## src/rtl/alu_muldiv_seq.sv

```systemverilog
// alu_muldiv_seq: sequential 16x16 unsigned multiply and 16/16 unsigned
// restoring divide, one step per cycle through the core's shared ALU.
// Ports: clk, rst (async, active-high); start/op/x/y request;
//   busy/done status; hi/lo result pair, dz divide-by-zero flag;
//   alu_en/alu_op/alu_a/alu_b drive the shared ALU, alu_res/alu_c return.
module alu_muldiv_seq #(
   parameter int          ITER   = 16,
   parameter logic [15:0] DIV0_Q = 16'hFFFF
) (
   input  logic        clk,
   input  logic        rst,
   input  logic        start,
   input  logic        op,
   input  logic [15:0] x,
   input  logic [15:0] y,
   output logic        busy,
   output logic        done,
   output logic [15:0] hi,
   output logic [15:0] lo,
   output logic        dz,
   output logic        alu_en,
   output logic [3:0]  alu_op,
   output logic [15:0] alu_a,
   output logic [15:0] alu_b,
   input  logic [15:0] alu_res,
   input  logic        alu_c
);

   localparam int CW = (ITER > 1) ? $clog2(ITER) : 1;
   localparam logic [CW-1:0] LAST = CW'(ITER - 1);

   typedef enum logic [1:0] {
      S_IDLE = 2'd0,
      S_MUL  = 2'd1,
      S_DIV  = 2'd2,
      S_DONE = 2'd3
   } state_t;

   state_t        state, state_nx;
   logic [15:0]   md;
   logic [CW-1:0] cnt;

   logic [15:0] sh;
   logic        r16;
   logic        ok;
   logic        accept;
   logic        div0;

   // Divide step: shift one dividend bit into the partial remainder.
   // r16 is the bit shifted out; if set, the 17-bit trial always fits.
   assign sh     = {hi[14:0], lo[15]};
   assign r16    = hi[15];
   assign ok     = r16 | ~alu_c;
   assign accept = (state == S_IDLE) && start;
   assign div0   = op && (y == 16'd0);

   // State register
   always_ff @(posedge clk or posedge rst) begin
      if (rst) begin
         state <= S_IDLE;
      end else begin
         state <= state_nx;
      end
   end

   // Next-state logic
   always_comb begin
      state_nx = state;
      unique case (state)
         S_IDLE: begin
            if (start) begin
               if (!op)       state_nx = S_MUL;
               else if (div0) state_nx = S_DONE;
               else           state_nx = S_DIV;
            end
         end
         S_MUL,
         S_DIV: begin
            if (cnt == LAST) state_nx = S_DONE;
         end
         S_DONE: state_nx = S_IDLE;
         default: state_nx = S_IDLE;
      endcase
   end

   // Outputs decoded from state; alu_en follows the async-reset state
   always_comb begin
      busy   = (state != S_IDLE);
      done   = (state == S_DONE);
      alu_en = 1'b0;
      alu_op = 4'd0;
      alu_a  = 16'd0;
      alu_b  = 16'd0;
      unique case (state)
         S_MUL: begin
            alu_en = 1'b1;
            alu_op = 4'd0;
            alu_a  = hi;
            alu_b  = lo[0] ? md : 16'd0;
         end
         S_DIV: begin
            alu_en = 1'b1;
            alu_op = 4'd1;
            alu_a  = sh;
            alu_b  = md;
         end
         default: ;
      endcase
   end

   // Datapath registers
   always_ff @(posedge clk or posedge rst) begin
      if (rst) begin
         hi  <= 16'd0;
         lo  <= 16'd0;
         md  <= 16'd0;
         dz  <= 1'b0;
         cnt <= '0;
      end else begin
         if (accept) begin
            md  <= y;
            cnt <= '0;
            if (div0) begin
               hi <= x;
               lo <= DIV0_Q;
               dz <= 1'b1;
            end else begin
               hi <= 16'd0;
               lo <= x;
               dz <= 1'b0;
            end
         end else if (state == S_MUL) begin
            // Shift-add: carry and sum enter the top, multiplier bit leaves
            {hi, lo} <= {alu_c, alu_res, lo[15:1]};
            cnt      <= cnt + 1'b1;
         end else if (state == S_DIV) begin
            hi  <= ok ? alu_res : sh;
            lo  <= {lo[14:0], ok};
            cnt <= cnt + 1'b1;
         end
      end
   end

endmodule

```

## config.mk

```make
export PLATFORM = sky130hd
export DESIGN_NAME = alu_muldiv_seq
export DESIGN_NICKNAME = d
export VERILOG_FILES = /design/src/rtl/alu_muldiv_seq.sv
export SDC_FILE = /design/constraint.sdc
export NUM_CORES = 1
export LEC_CHECK = 0
export CAP_MARGIN = 40
export CORE_MARGIN = 2
export CORE_UTILIZATION = 46
export DETAILED_ROUTE_END_ITERATION = 8
export PLACE_DENSITY = 0.82
export SLEW_MARGIN = 20
export SYNTH_ARGS = -nofsm -noshare
export SYNTH_HDL_FRONTEND = slang
export SYNTH_SLANG_ARGS = --single-unit
```

## constraint.sdc

```tcl
create_clock -name clk -period 2.4 [get_ports clk]
set_clock_uncertainty 0.2 [all_clocks]
set_input_delay 0.36 -clock clk [delete_from_list [all_inputs] [get_ports clk]]
set_output_delay 0.36 -clock clk [all_outputs]
set_load 0.1 [all_outputs]
```

Yosys cells after proc, flatten, opt, wreduce, memory -nomap -nowiden
Cells that the tools add are included.

storage, ports and cells
  register bits after elaboration = 55
  latch bits = 0
  memory bits (writable) = 0
  bits in read-only memories = 0
  input port bits = 53
  output and inout port bits = 72
  logic and storage cells = 46
  memories kept = 0

cells by class
  add/sub/neg operators = 1
  multiply operators = 0
  divide/modulo/power cells = 0
  $lt $le $gt $ge = 0
  equal/unequal tests = 6
  shifts and indexed selects = 0
  multiplexer cells = 23
  bitwise logic cells = 2
  reduce and logical (&&, ||, !) cells = 8

operators with widths
  kind                                                   number
  two-way mux 16 bit                                     10
  case mux 16 bit (2 select lines)                       2
  zero test 16 bit                                       1
  two-way mux 4 bit                                      3
  two-way mux 2 bit                                      3
  case mux 2 bit (3 select lines)                        1
  adder 4 x 1 -> 4 bit, second input constant            1
  == test 2 bit, second input constant                   2
  == test 4 bit, second input constant                   1
  two-way mux 1 bit                                      4
  nonzero test 3 bit                                     1
  == test 2 x 1 -> 1 bit, second input constant          1
  logical AND 1 bit                                      2
  zero test 2 bit                                        1
  inequality test 2 x 1 -> 1 bit, second input constant  1
  inequality test 2 bit, second input constant           1
  AND reduction 2 bit                                    1
  nonzero test 2 bit                                     1
  OR reduction 2 bit                                     1
  NOT 1 bit                                              1
  bitwise OR 1 bit                                       1

Longest topological paths before layout
  word-level depth = 6
  gate-level depth with buffers = 8
  mapped depth without buffers = 6

Least setup slack after synthesis
OpenSTA, ideal clock, no wires.

  path type = reg-to-output
  start point = register state[0]
  end point = output port alu_a[11]
  data arrival time = 3.326 ns
  slack = -1.486 ns
  stages on the path, launching flop included = 7
  path buffers = 2
  path through = dfrtp_1 -> inv_1 -> ha_1 -> buf_2 -> buf_1 -> a22oi_1 -> nor2_1

on the way
  word-level cells in the longest chain between the ends = 2

RTL lines
  what                                                     line  text
  start, declared                                          39    state_t state, state_nx;
  start signal, assigned                                   62    state <= state_nx;
  == test 2 bit or == test 2 x 1 -> 1 bit (tied branches)  94    unique case (state)
  case mux 16 bit (2 select lines) *                       94
  end, declared                                            23    output logic [15:0] alu_a,

Mark *: on every way between the ends. The rest lies on a longest branch, timed or not.

Worst setup path in the final report
  start point = register state[1]
  end point = output port alu_b[15]

on the way
  word-level cells in the longest chain between the ends = 2

RTL lines
  what                                                     line  text
  == test 2 bit or == test 2 x 1 -> 1 bit (tied branches)  94
  case mux 16 bit (2 select lines) *                       94
  end, declared                                            24    output logic [15:0] alu_b,

Marks and branches as above.

==> results.md <==
* Fin crit share at 98.75%
* Largest area contributor in the netlist: dfrtp_1
* Initial antenna violation count at 0
* Library cells used by synthesis at 35
* Port Buf Inserts at 121
* Gate Count Post-Synth at 414
* Worst path most repeated cell: buf_12
* Final antenna-violating net count at 0
* Drt first-iter violations at 205
* First-pass GRT wire length at 17.02 mm
* Actual slew at the worst max-slew pin at 0.6554 ns
* Max Cap Violations at 0
* Count of pins over their slew limit at 0
* Top-count cell post-synth: nor2_1
* Reg clk slew, reported paths at 0.10 ns
* DR DRC count at 0
* Largest net degree at the start of global routing at 35
* Skew-Pair Late Insertion Delay at 0.31 ns
* Die Y-Extent at 91.41 um
* Area Growth Syn to Fin at 55.32%
* Most instantiated cells after synthesis: nor2_1, dfrtp_1, nand2_1
* Synth Area per Inst at 8.489 um^2
* Hold WS at 0.1324 ns
* Crit-path cells: inv_4 -> ha_4 -> clkinv_8 -> nor2_4 -> buf_12 -> and2_2 -> buf_12
* Wire per inst at 16.45 um
* CTS tree: yes
* Die W at 91.41 um
* Max-slew headroom at 56.20%
* Yosys reg bits at 55
* Synth warn at 0
* Via-per-instance ratio at 5.620
* Row count at 31
* Unrepaired setup endpoints after global routing: yes
* Area of the multi-input gates at 2054 um^2
* Slowest cell on crit path: dfrtp_2
* Worst setup EP type: primary output
* Post-place instance area at 5249 um^2
* Clk sinks at 55
* WP data required at 1.84 ns
* GPL Wtd Cong at 0.8403
* Ys async rst share at 100.0%
* Core area at 7331 um^2
* Sequential area share after synthesis at 39.16%
* Final #Nets at 586
* CP Max Fanout at 16
* Via count at 3524
* Max Buffers Root-to-Sink at 2
* Status: finished clean
* Top-area cell type share of the netlist area at 39.16%
* Design area at 5459 um^2
* Final setup viols at 0
* Clock H-tree levels at 2
* Critical Path AT at 1.81 ns
* Hold crit path type: in2async
* Diode count at 0
* Initial Utilization at 47.94%
* Synth area leaders: dfrtp_1, mux2i_1, nor2_1
* Post-DP HPWL at 7.829 mm
* CP Class: reg2out
* Proportion of layout cells with a drive suffix above 1 at 30.11%
* Final Hold Viols at 0
* Delay of the slowest cell on the worst path at 0.45 ns
* GR Util All Layers at 24.68%
* Die ar. at 8356 um^2
* Total wire length at 10.32 mm
* Tmin final at 2.370 ns
* First-pass iteration count of the detailed router at 5
* Seq. cell area at 1380 um^2
* Clock root buffer master: clkbuf_8
* Total grt overflow at 0
* Startpoint Class: register
* Post-synth EDFFs at 0
* Post-Syn Area at 3515 um^2
* Fmax at 421.9 MHz
* # fillers at 525
* Post-synth top flop: dfrtp_1
* IO Pins at 125
* Vias in the first global route at 3478
* CTS buffer count at 5
-- per-layer routing --
layer | up-vias | share of wire (%) | track usage, %
met2 | 160 | 48 | 39.64
met1 | 1695 | 43 | 34.37
met5 | - | 0 | 0
li1 | 1653 | - | -
met3 | 16 | 7.2 | 4.066
met4 | 0 | 1.7 | 6.944
-- timing repair --
item | 4_1_cts | 5_1_grt
hold endpoints to repair | 0 | 0
setup endpoints to repair | 32 | 32
pin swaps | 2 | 1
hold buffers | 0 | 0
resized for setup | 6 | 8
buffers inserted | 1 | 3
-- metrics by stage --
stage,instances,TNS [ns],utilization (%),setup WS (ns)
2_1_floorplan,416,-0.1050,-,-0.01397
3_3_place_gp,614,0,71.50,0.1387
3_5_place_dp,615,0,71.60,0.08931
4_1_cts,624,0,73.75,0.0006836
5_1_grt,627,-0.1045,74.47,-0.02354
6_report,627,0,74.47,0.02998
-- critical path, delay by kind of cell (launching register included) --
kind | cells | cell delay (ns)
adders and majority gates | 1 | 0.31
buffers and inverters | 4 | 0.45
DFF | 1 | 0.45
and+or+nand+nor | 2 | 0.28
-- sequential cells by signal, summed over array words and instances (netlist names) --
name   flops
md        16
cnt        4
lo        16
hi        16
dz         1
state      2
-- placed cells by master, fill, tap and decap left out, drive strengths merged, types with 4 or more instances in the layout --
cell type / count
a21oi: 34
a221o: 16
a22oi: 16
a31oi: 15
and2: 18
buf: 89
clkbuf: 5
clkdlybuf4s50: 52
dfrtp: 55
ha: 6
inv: 22
mux2i: 31
nand2: 55
nand4: 17
nor2: 69
nor4: 4
-- area by class of cell --
class                   count  share of cell area [%]
multi-input cells         302                   37.63
repair buffers            141                   30.85
flip-flops and latches     55                   25.28
well taps                  99                   2.269
inverters                  22                   1.834
clock buffers               5                   1.261
clock inverters             3                  0.8710
-- cell families (layout without fill, tap and decap cells) --
group	Yosys count	after routing	synth area share [%]
other	1	3	0.1067
muxes	32	32	9.149
DFF	55	55	39.16
AOI/OAI and AO/OA	88	88	17.76
xor gates and xnor gates	3	3	0.7477
and+or+nand+nor	170	170	21.93
buffers and inverters	59	171	9.007
adders and majority gates	6	6	2.136
-- path summary, 6_finish.rpt --
check | startpoint | endpoint | slack [ns] | cells after the start
min in group clk | md[14]$_DFFE_PP0P_ | md[14]$_DFFE_PP0P_ | 0.29 | 2
max in group asynchronous | rst | lo[0]$_DFFE_PP0P_ | 1.36 | 3
worst max-delay path | state[1]$_DFFE_PP0P_ | alu_b[15] | 0.03 | 7
worst max register to register | state[0]$_DFFE_PP0P_ | hi[6]$_DFFE_PP0P_ | 0.28 | 6
worst min register to register | md[14]$_DFFE_PP0P_ | md[14]$_DFFE_PP0P_ | 0.29 | 2
worst min-delay path | rst | lo[9]$_DFFE_PP0P_ | 0.13 | 2
Power is not shown: default switching activity piles up to over one toggle a cycle in this logic, so the estimate is an artifact.
